`src/rtl/apb_reg_decoder_n.sv`:
```
// apb_reg_decoder_n
//   APB slave front-end for a peripheral register bank. Decodes a base-address
//   window into NUM_REGS register slots, issues one-cycle write/read strobes to
//   the backend, waits on per-slot ready (with timeout), and returns read data
//   and PSLVERR on the APB side. All outputs are registered.
//
// Ports
//   i_PCLK       APB clock
//   i_PRESET     asynchronous active-high reset
//   i_PSEL       APB select
//   i_PENABLE    APB enable
//   i_PWRITE     1=write, 0=read
//   i_PADDR      APB address
//   i_PWDATA     APB write data
//   i_BASE_ADDR  window base, compared to i_PADDR[ADDR_W-1:BASE_LSB]
//   i_RDATA      packed per-slot read data, slot k at [k*DATA_W +: DATA_W]
//   i_REG_READY  per-slot backend ready
//   o_WR         one-hot write strobe
//   o_RD         one-hot read strobe
//   o_WDATA      registered write data to backend
//   o_PRDATA     APB read data
//   o_PREADY     APB ready
//   o_PSLVERR    APB error, valid with o_PREADY
module apb_reg_decoder_n #(
  parameter int ADDR_W   = 16,
  parameter int DATA_W   = 8,
  parameter int NUM_REGS = 8,
  parameter int BASE_LSB = 6,
  parameter int TIMEOUT  = 15
) (
  input  logic                         i_PCLK,
  input  logic                         i_PRESET,
  input  logic                         i_PSEL,
  input  logic                         i_PENABLE,
  input  logic                         i_PWRITE,
  input  logic [ADDR_W-1:0]            i_PADDR,
  input  logic [DATA_W-1:0]            i_PWDATA,
  input  logic [ADDR_W-BASE_LSB-1:0]   i_BASE_ADDR,
  input  logic [NUM_REGS*DATA_W-1:0]   i_RDATA,
  input  logic [NUM_REGS-1:0]          i_REG_READY,
  output logic [NUM_REGS-1:0]          o_WR,
  output logic [NUM_REGS-1:0]          o_RD,
  output logic [DATA_W-1:0]            o_WDATA,
  output logic [DATA_W-1:0]            o_PRDATA,
  output logic                         o_PREADY,
  output logic                         o_PSLVERR
);

  localparam int IDX_W = BASE_LSB - 2;
  localparam int CNT_W = $clog2(TIMEOUT + 1);
  localparam logic [CNT_W-1:0] CNT_MAX = CNT_W'(TIMEOUT);

  typedef enum logic [1:0] {IDLE, STROBE, WAIT, RESP} state_t;

  state_t              state;
  logic [IDX_W-1:0]    idx;
  logic                wr_flag;
  logic                err;
  logic [CNT_W-1:0]    cnt;

  logic [IDX_W-1:0]    setup_idx;
  logic                setup;
  logic                idx_ok;
  logic [NUM_REGS-1:0] setup_onehot;
  logic                ready_sel;
  logic [DATA_W-1:0]   rdata_sel;
  logic                resp_go;
  logic                resp_err;

  assign setup_idx = i_PADDR[BASE_LSB-1:2];
  assign setup = i_PSEL && !i_PENABLE &&
                 (i_PADDR[ADDR_W-1:BASE_LSB] == i_BASE_ADDR);

  // Slot decode by loop so an index beyond NUM_REGS simply matches nothing
  // instead of selecting out of range.
  always_comb begin
    idx_ok       = 1'b0;
    setup_onehot = '0;
    ready_sel    = 1'b0;
    rdata_sel    = '0;
    for (int unsigned k = 0; k < NUM_REGS; k++) begin
      if (setup_idx == IDX_W'(k)) begin
        idx_ok          = 1'b1;
        setup_onehot[k] = 1'b1;
      end
      if (idx == IDX_W'(k)) begin
        ready_sel = i_REG_READY[k];
        rdata_sel = i_RDATA[k*DATA_W +: DATA_W];
      end
    end
  end

  // Response decision for the STROBE/WAIT states; the PSEL-drop abort has
  // priority and is handled in the sequential block.
  always_comb begin
    resp_go  = 1'b0;
    resp_err = 1'b0;
    case (state)
      STROBE: begin
        if (err) begin
          resp_go  = 1'b1;
          resp_err = 1'b1;
        end else if (ready_sel) begin
          resp_go  = 1'b1;
        end
      end
      WAIT: begin
        if (ready_sel) begin
          resp_go  = 1'b1;
        end else if (cnt == CNT_MAX) begin
          resp_go  = 1'b1;
          resp_err = 1'b1;
        end
      end
      default: ;
    endcase
  end

  always_ff @(posedge i_PCLK or posedge i_PRESET) begin
    if (i_PRESET) begin
      state     <= IDLE;
      idx       <= '0;
      wr_flag   <= 1'b0;
      err       <= 1'b0;
      cnt       <= '0;
      o_WR      <= '0;
      o_RD      <= '0;
      o_WDATA   <= '0;
      o_PRDATA  <= '0;
      o_PREADY  <= 1'b0;
      o_PSLVERR <= 1'b0;
    end else begin
      // Strobes live for exactly one cycle after the setup edge.
      o_WR <= '0;
      o_RD <= '0;
      case (state)
        IDLE: begin
          cnt <= '0;
          if (setup) begin
            idx     <= setup_idx;
            wr_flag <= i_PWRITE;
            err     <= !idx_ok;
            o_WDATA <= i_PWDATA;
            if (i_PWRITE) o_WR <= setup_onehot;
            else          o_RD <= setup_onehot;
            state   <= STROBE;
          end
        end
        STROBE, WAIT: begin
          if (!i_PSEL) begin
            state <= IDLE;
          end else if (resp_go) begin
            o_PREADY  <= 1'b1;
            o_PSLVERR <= resp_err;
            o_PRDATA  <= (!resp_err && !wr_flag) ? rdata_sel : '0;
            state     <= RESP;
          end else if (state == STROBE) begin
            cnt   <= CNT_W'(1);
            state <= WAIT;
          end else if (cnt != CNT_MAX) begin
            cnt <= cnt + CNT_W'(1);
          end
        end
        RESP: begin
          o_PREADY  <= 1'b0;
          o_PSLVERR <= 1'b0;
          o_PRDATA  <= '0;
          state     <= IDLE;
        end
        default: state <= IDLE;
      endcase
    end
  end

endmodule

```
`config.mk`:
```
export PLATFORM = sky130hd
export DESIGN_NAME = apb_reg_decoder_n
export DESIGN_NICKNAME = d
export VERILOG_FILES = /design/src/rtl/apb_reg_decoder_n.sv
export SDC_FILE = /design/constraint.sdc
export NUM_CORES = 1
export LEC_CHECK = 0
export ABC_CLOCK_PERIOD_IN_PS = 2300
export CAP_MARGIN = 10
export CORE_MARGIN = 2
export CORE_UTILIZATION = 40
export CTS_BUF_LIST = sky130_fd_sc_hd__clkbuf_16
export DETAILED_ROUTE_END_ITERATION = 8
export GPL_ROUTABILITY_DRIVEN = 0
export PLACE_DENSITY_LB_ADDON = 0.3
export SLEW_MARGIN = 0
export SYNTH_ARGS = -nofsm -noshare
export SYNTH_HDL_FRONTEND = slang
export SYNTH_SLANG_ARGS = --single-unit
```
`constraint.sdc`:
```
create_clock -name i_PCLK -period 2.3 [get_ports i_PCLK]
set_clock_uncertainty 0.15 [all_clocks]
set_input_delay 0.46 -clock i_PCLK [delete_from_list [all_inputs] [get_ports i_PCLK]]
set_output_delay 0.46 -clock i_PCLK [all_outputs]
set_load 0.03 [all_outputs]
```
==> qor.yml, run 1 <==
clock_latency_ns: 0.28
clock_path_buffers: 2
final_util: 0.717
die_x_um: 86.2
cts.root.buffer_cell: "clkbuf_16"
portBuffers: 142
r2r_setup_slack_ns: 0.13
die_h_um: 86.2
r2r_cells: 8
grt_max_degree: 38
dieArea_um2: 7420
syn-num-nets: 360
critPathKind: "input pin to flip-flop"
drt-initial-drc-count: 89
crit_end: "cnt[3]"
drc: 0
crit_path_end_kind: "flip-flop"
synth_flop_cell: "dfrtp_1"
critPathRequiredTime_ns: 2.32
nFillCells: 478
finalCritPeriodShare: 0.966
syn-instance-count: 244
regToRegStartpoint: "state[0]"
avgViaCountPerCell: 5.30
p_leak_nw: 2.06
power_density_nw_per_um2: 648
num_antenna_cells: 0
coreArea_um2: 6420
finalHoldViolations: 0
syn2layout_area_growth_pct: 70.5
drive_above_1_share: 0.190
num_io_pins: 145
cp-startpoint: "i_REG_READY[5]"
grt_usage: 0.207
max_clock_freq_mhz: 450
tritoncts: "yes"
yosys_warnings: 0
nets: 525
worst_pin_slew_ns: 0.416
peakVddDrop_mv: 0.329
numCtsBuffers: 5
place_hpwl_um: 6020
wirelength_um: 7590
grt_first_pass_wirelength_um: 12100
status: "finished, final reports clean"
seq_area_frac_synth: 0.426
synth_edf_count: 0
first_global_vias: 2731
antenna_found_initial: 0
drtPass1Iterations: 4
fin_crit_ns: 2.22
synth_cell_types: 50
htree_levels: 2
r2r-end: "state[1]"
gr-total-overflow: 0
clk_pin_slew_ns: 0.06
cpMaxStageDelayCell: "a2111oi_4"
hp-class: "input pin to async pin"
setup_viol: 0
start_util: 0.420
arrival_ns: 2.24
cts_sinks: 46
stdcell_area_um2: 4600
start_kind: "input pin"
drv_slew: 0
max-slew-margin-rel: 0.722
async_reset_ff_frac: 1.00
syn_avg_cell_area_um2: 11.1
placed_cell_area_um2: 4350
syn-cell-area_um2: 2700
wl_per_cell_um: 15.6
placementRows: 29
maxCapViolations: 0
crit_fanout: 6
vias: 2583
setup_tns_ns: 0
max_stage_delay_ns: 0.48
crit_chain: "clkdlybuf4s50_1 -> mux2i_1 -> a2111oi_4 -> a211oi_4 -> buf_4 -> and4_1 -> a211o_1"
synth-seq-cells: 46
drtAntennaViolNets: 0
==> Yosys cell counts, types with 2 or more instances <==
library cell  instances  area share
a2111oi_2             2       0.011
a211o_1               2      0.0065
a21oi_1               8       0.015
a21oi_2               2      0.0065
a221oi_1              3      0.0097
a22o_1                8       0.026
and4_1                2      0.0065
buf_2                 7       0.013
buf_6                 2      0.0083
clkbuf_1              3      0.0042
dfrtp_1              46        0.43
ha_1                  5       0.023
inv_1                 9       0.013
mux2_2               16       0.067
mux2i_1               8       0.030
mux4_2               11       0.092
nand2_1              26       0.036
nand2b_1              3      0.0070
nand3_1               5      0.0093
nand3b_1              4       0.011
nand4_1               3      0.0070
nor2_1               22       0.031
nor2b_1               2      0.0046
o211ai_1              3      0.0083
o21a_1                2      0.0056
o21ai_0               6       0.011
or3b_1                2      0.0065
xnor2_1              10       0.032
==> how the worst min path moves through the flow <==
stage,slack (ns),startpoint,end
floorplan,0.33,wr_flag,wr_flag
global placement,0.34,o_PRDATA[2],o_PRDATA[2]
detailed placement,0.34,o_PRDATA[5],o_PRDATA[5]
CTS,0.28,i_PRESET,state[1]
global route,0.28,i_PRESET,state[1]
finish,0.27,i_PRESET,state[0]
==> critical path, delay by kind of cell <==
family                 cells  cell delay, ns
AND/OR/NAND/NOR            1            0.18
multiplexers               1            0.11
AO/OA/AOI/OAI              3            0.87
buffers and inverters      2            0.63
==> logic make-up (layout without fill, tap and decap cells) <==
family / after synthesis / after routing / synth area share
and+or+nand+nor: 79 / 79 / 0.149
AOI/OAI and AO/OA: 48 / 48 / 0.143
DFF: 46 / 46 / 0.426
muxes: 35 / 35 / 0.188
buffers and inverters: 21 / 187 / 0.0380
xor gates and xnor gates: 10 / 10 / 0.0324
adders and majority gates: 5 / 5 / 0.0232
==> through the flow <==
step	worst slack (ns)	total power, mW	std cells	hold WS, ns
2_1_floorplan	0.180	1.69	244	0.331
3_3_place_gp	-0.201	2.22	475	0.337
3_5_place_dp	-0.271	2.25	475	0.343
4_1_cts	0.0465	2.96	483	0.279
5_1_grt	-0.00736	3.14	487	0.278
6_report	0.0785	2.98	487	0.270
==> registers in the layout, summed over array words and instances (netlist names) <==
| signal | cells |
|---|---|
| o_WDATA | 8 |
| o_WR | 8 |
| wr_flag | 1 |
| o_PSLVERR | 1 |
| o_RD | 8 |
| state | 2 |
| o_PREADY | 1 |
| cnt | 4 |
| o_PRDATA | 8 |
| err | 1 |
| idx | 4 |
==> power by group <==
group / internal, mW / leakage [nW] / switching [mW]
Combinational: 0.660 / 1.38 / 0.626
Clock: 0.398 / 0.0750 / 0.297
Sequential: 0.918 / 0.611 / 0.0829
Total: 1.98 / 2.06 / 1.01
==> layout make-up <==
cell class | count | area, µm² | share of cell area
sequential | 46 | 1150 | 0.250
tap | 77 | 96.3 | 0.0209
timing repair buffer | 170 | 1660 | 0.362
inverter | 9 | 33.8 | 0.00734
clock inverter | 3 | 17.5 | 0.00381
multi-input combinational | 177 | 1510 | 0.329
clock buffer | 5 | 125 | 0.0272
==> layer usage <==
layer,wire [µm],GRT usage
met3,575,0.0549
met4,100,0.0664
met2,4140,0.390
met1,2770,0.222
met5,0,0
==> layout by cell type, fill, tap and decap left out, types with 3 or more instances in the layout <==
cell and n:
clkdlybuf4s50_1 134, dfrtp_1 45, buf_4 27, nand2_1 26, nor2_1 21, mux2_2 16
mux4_2 11, xnor2_1 10, inv_1 9, mux2i_1 8, a21oi_1 8, a22o_1 8
dlymetal6s2s_1 8, o21ai_0 6, clkbuf_16 5, nand3_1 4, nand3b_1 4, ha_1 4
nand4_1 3, nand2b_1 3, o211ai_1 3, a221oi_1 3
==> what timing repair did <==
item	4_1_cts	5_1_grt
setup buffers	0	4
pin swaps	1	8
setup endpoints to repair	10	18
gates resized for setup	1	18
hold buffers	0	0
Power figures use the tool's default switching activity.
==> inputs of run 2 (changes only) <==
- ABC_AREA: not set -> 1
- ABC_CLOCK_PERIOD_IN_PS: 2300 -> 1890
- CORE_UTILIZATION: 40 -> 35
- PLACE_DENSITY: not set -> 0.89
- PLACE_DENSITY_LB_ADDON: 0.3 -> not set
- clock period: 2.3 -> 1.89 ns (I/O delays scaled with it)
==> qor.yml, run 2 <==
max_clock_freq_mhz: 529
crit_fanout: 8  # +2
clock_path_buffers: 2  # unchanged
start_kind: "flip-flop"
crit_end: "o_PRDATA[4]"
first_global_vias: 3133  # +15%
cts_sinks: 46  # unchanged
drv_slew: 0  # unchanged
status: "finished, violations left"
power_frac_comb: 0.355  # -0.076
async_reset_ff_frac: 1.00  # unchanged
p_sw_frac: 0.332  # -0.00530
hp-class: "input pin to async pin"
fin_crit_ns: 1.89
nets: 650  # +24%
drive_above_1_share: 0.193  # +0.00228
drt-initial-drc-count: 196  # +120%
yosysMostFrequentCell: "nand2_1"
crit_path_end_kind: "flip-flop"
numCtsBuffers: 5  # unchanged
num_io_pins: 145  # unchanged
syn-instance-count: 356  # +46%
seq_power_share: 0.367  # +0.031
wl_per_cell_um: 14.2  # -8.6%
htree_levels: 2  # unchanged
r2r-end: "o_PRDATA[4]"
nFillCells: 575  # +20%
synth_top_cell_by_area: "dfrtp_1"
rsz0062_at_grt: "yes"
r2r_cells: 10  # +2
syn_avg_cell_area_um2: 7.35  # -34%
peakVddDrop_mv: 0.452  # +37%
gr-total-overflow: 0  # unchanged
grt_max_degree: 35  # -7.9%
maxCapViolations: 0  # unchanged
worst_pin_slew_ns: 0.359  # -0.0566 ns
final_util: 0.658  # -0.0586
seq_area_frac_synth: 0.440  # +0.0137
setup_ws_ns: -0.000925  # -0.0794 ns
drtPass1Iterations: 5  # +1
cell_internal_pwr_mw: 2.03  # +2.8%
ys_top_cells_by_count: "nand2_1 (130), dfrtp_1 (46), nand3_1 (40)"
r2r_setup_slack_ns: -0.0009  # -0.13 ns
cp-startpoint: "idx[1]"
max-slew-margin-rel: 0.760  # +0.0379
coreArea_um2: 7250  # +13%
clk_pin_slew_ns: 0.06  # about the same
finalHoldViolations: 0  # unchanged
antenna_found_initial: 0  # unchanged
setup_tns_ns: -0.000925  # -0.000925 ns
cts.root.buffer_cell: "clkbuf_16"
syn2layout_area_growth_pct: 82.4
critPathKind: "flip-flop to flip-flop"
hold_buffers: 0  # unchanged
power_density_nw_per_um2: 637  # -1.6%
setup_viol: 1  # +1
violations: "setup timing"
die_h_um: 90.5  # +5.0%
avgViaCountPerCell: 4.94  # -6.9%
pwr-share-clk: 0.278  # +0.045
dieArea_um2: 8180  # +10%
regToRegStartpoint: "idx[1]"
register_area_um2: 1160  # +0.33%
layout_common_cells: "nand2_1 (122), clkdlybuf4s50_1 (122), dfrtp_1 (42), nand3_1 (36), buf_4 (28)"
synth_top_area_frac: 0.440  # +0.0137
tritoncts: "yes"
synth-seq-cells: 46  # unchanged
drc: 0  # unchanged
arrival_ns: 1.91  # -0.33 ns
vias: 3132  # +21%
yosys_warnings: 0  # unchanged
synth_edf_count: 0  # unchanged
place_hpwl_um: 6950  # +15%
clock_latency_ns: 0.28  # about the same
multiInputGateArea_um2: 1510  # unchanged
num_antenna_cells: 0  # unchanged
synth.area.top_cells: "dfrtp_1 (44%), nand2_1 (19%), nand3_1 (7.7%)"
portBuffers: 142  # unchanged
holdWs_ns: 0.209  # -0.0606 ns
synth_cell_types: 30  # -40%
synth_flop_cell: "dfrtp_1"
placementRows: 31  # +6.9%
grt_first_pass_wirelength_um: 14500  # +20%
grt_usage: 0.216  # +0.00894
die_x_um: 90.5  # +5.0%
finalCritPeriodShare: 1.00
dp_slack_ns: -0.484  # -0.213 ns
p_leak_nw: 2.23  # +8.2%
drtAntennaViolNets: 0  # unchanged
syn-num-nets: 472  # +31%
wirelength_um: 9030  # +19%
syn-cell-area_um2: 2620  # -3.1%
p_sw_mw: 1.01  # +0.39%
critPathRequiredTime_ns: 1.91  # -0.41 ns
start_util: 0.361  # -0.0597
[run 2: cell count changes in the layout (fill, tap and decap cells not counted), sizes merged, moves of 16 or more]
cell / change
nand2: +106
nand3: +37
nand4: +21
inv: +22
mux2: -16
[run 2: repair_timing]
item,4_1_cts,5_1_grt
gates resized for setup,35,45
buffers inserted,2,5
endpoints found under the setup margin,45,48
cloned,1,2
pin swaps,9,25
[run 2: worst min-delay path by stage]
stage                     start           to  slack, ns  cells after the start
CTS                    i_PRESET   o_WDATA[3]       0.21                      2
finish                 i_PRESET   o_WDATA[4]       0.21                      2
floorplan                   err          err       0.32                      2
detailed placement   o_WDATA[3]   o_WDATA[3]       0.32                      2
global placement    o_PRDATA[2]  o_PRDATA[2]       0.31                      2
global route           i_PRESET   o_WDATA[4]       0.24                      2
[run 2: through the flow]
step / instances / power, mW / cell area (µm²)
6_report: 634 / 3.04 / 4770
5_1_grt: 634 / 3.23 / 4770
4_1_cts: 627 / 2.96 / 4550
3_5_place_dp: 616 / 2.06 / 4330
3_3_place_gp: 616 / 2.03 / 4330
2_1_floorplan: 356 / 1.62 / 2620
[run 2: power groups by stage]
stage | logic (mW) | registers, mW | clock network [mW]
2_1_floorplan | 0.470 | 1.15 | 0
3_3_place_gp | 0.905 | 1.12 | 0
3_5_place_dp | 0.933 | 1.13 | 0
4_1_cts | 0.973 | 1.11 | 0.868
5_1_grt | 1.19 | 1.12 | 0.911
6_report | 1.08 | 1.12 | 0.845
[run 2: critical path, stage by stage (launching register included)]
cell and delay [ns]:
dfrtp_2 0.48, nand2_1 0.16, nor3_4 0.06, buf_4 0.13, buf_4 0.16, nand2_1 0.06
nand4_1 0.12, a21oi_2 0.15, nand4_1 0.12, nand4_1 0.11, nand2_1 0.07
[run 2: layer usage]
layer  vias up  global-route usage  part of all wire
li1       1528                   -                 -
met1      1455               0.262              0.39
met4         0              0.0526             0.014
met5         -                   0                 0
met2       137               0.392              0.52
met3        12              0.0409             0.075
[run 2: kinds of logic (layout without fill, tap and decap cells)]
kind of cell | Yosys count | in the layout | share of synthesized area
xor+xnor | 4 | 4 | 0.0134
buf+inv | 37 | 215 | 0.0545
compound gates | 27 | 27 | 0.0526
fa+ha+maj | 5 | 5 | 0.0239
simple gates | 237 | 238 | 0.416
flops | 46 | 46 | 0.440
[run 2: cell type report]
type                       instances  share of cell area
clock buffer                       5              0.0262
timing repair inverter             1             0.00157
sequential                        46               0.242
clock inverter                     3             0.00393
multi-input combinational        274               0.317
tap                               99              0.0260
timing repair buffer             174               0.358
inverter                          32              0.0252
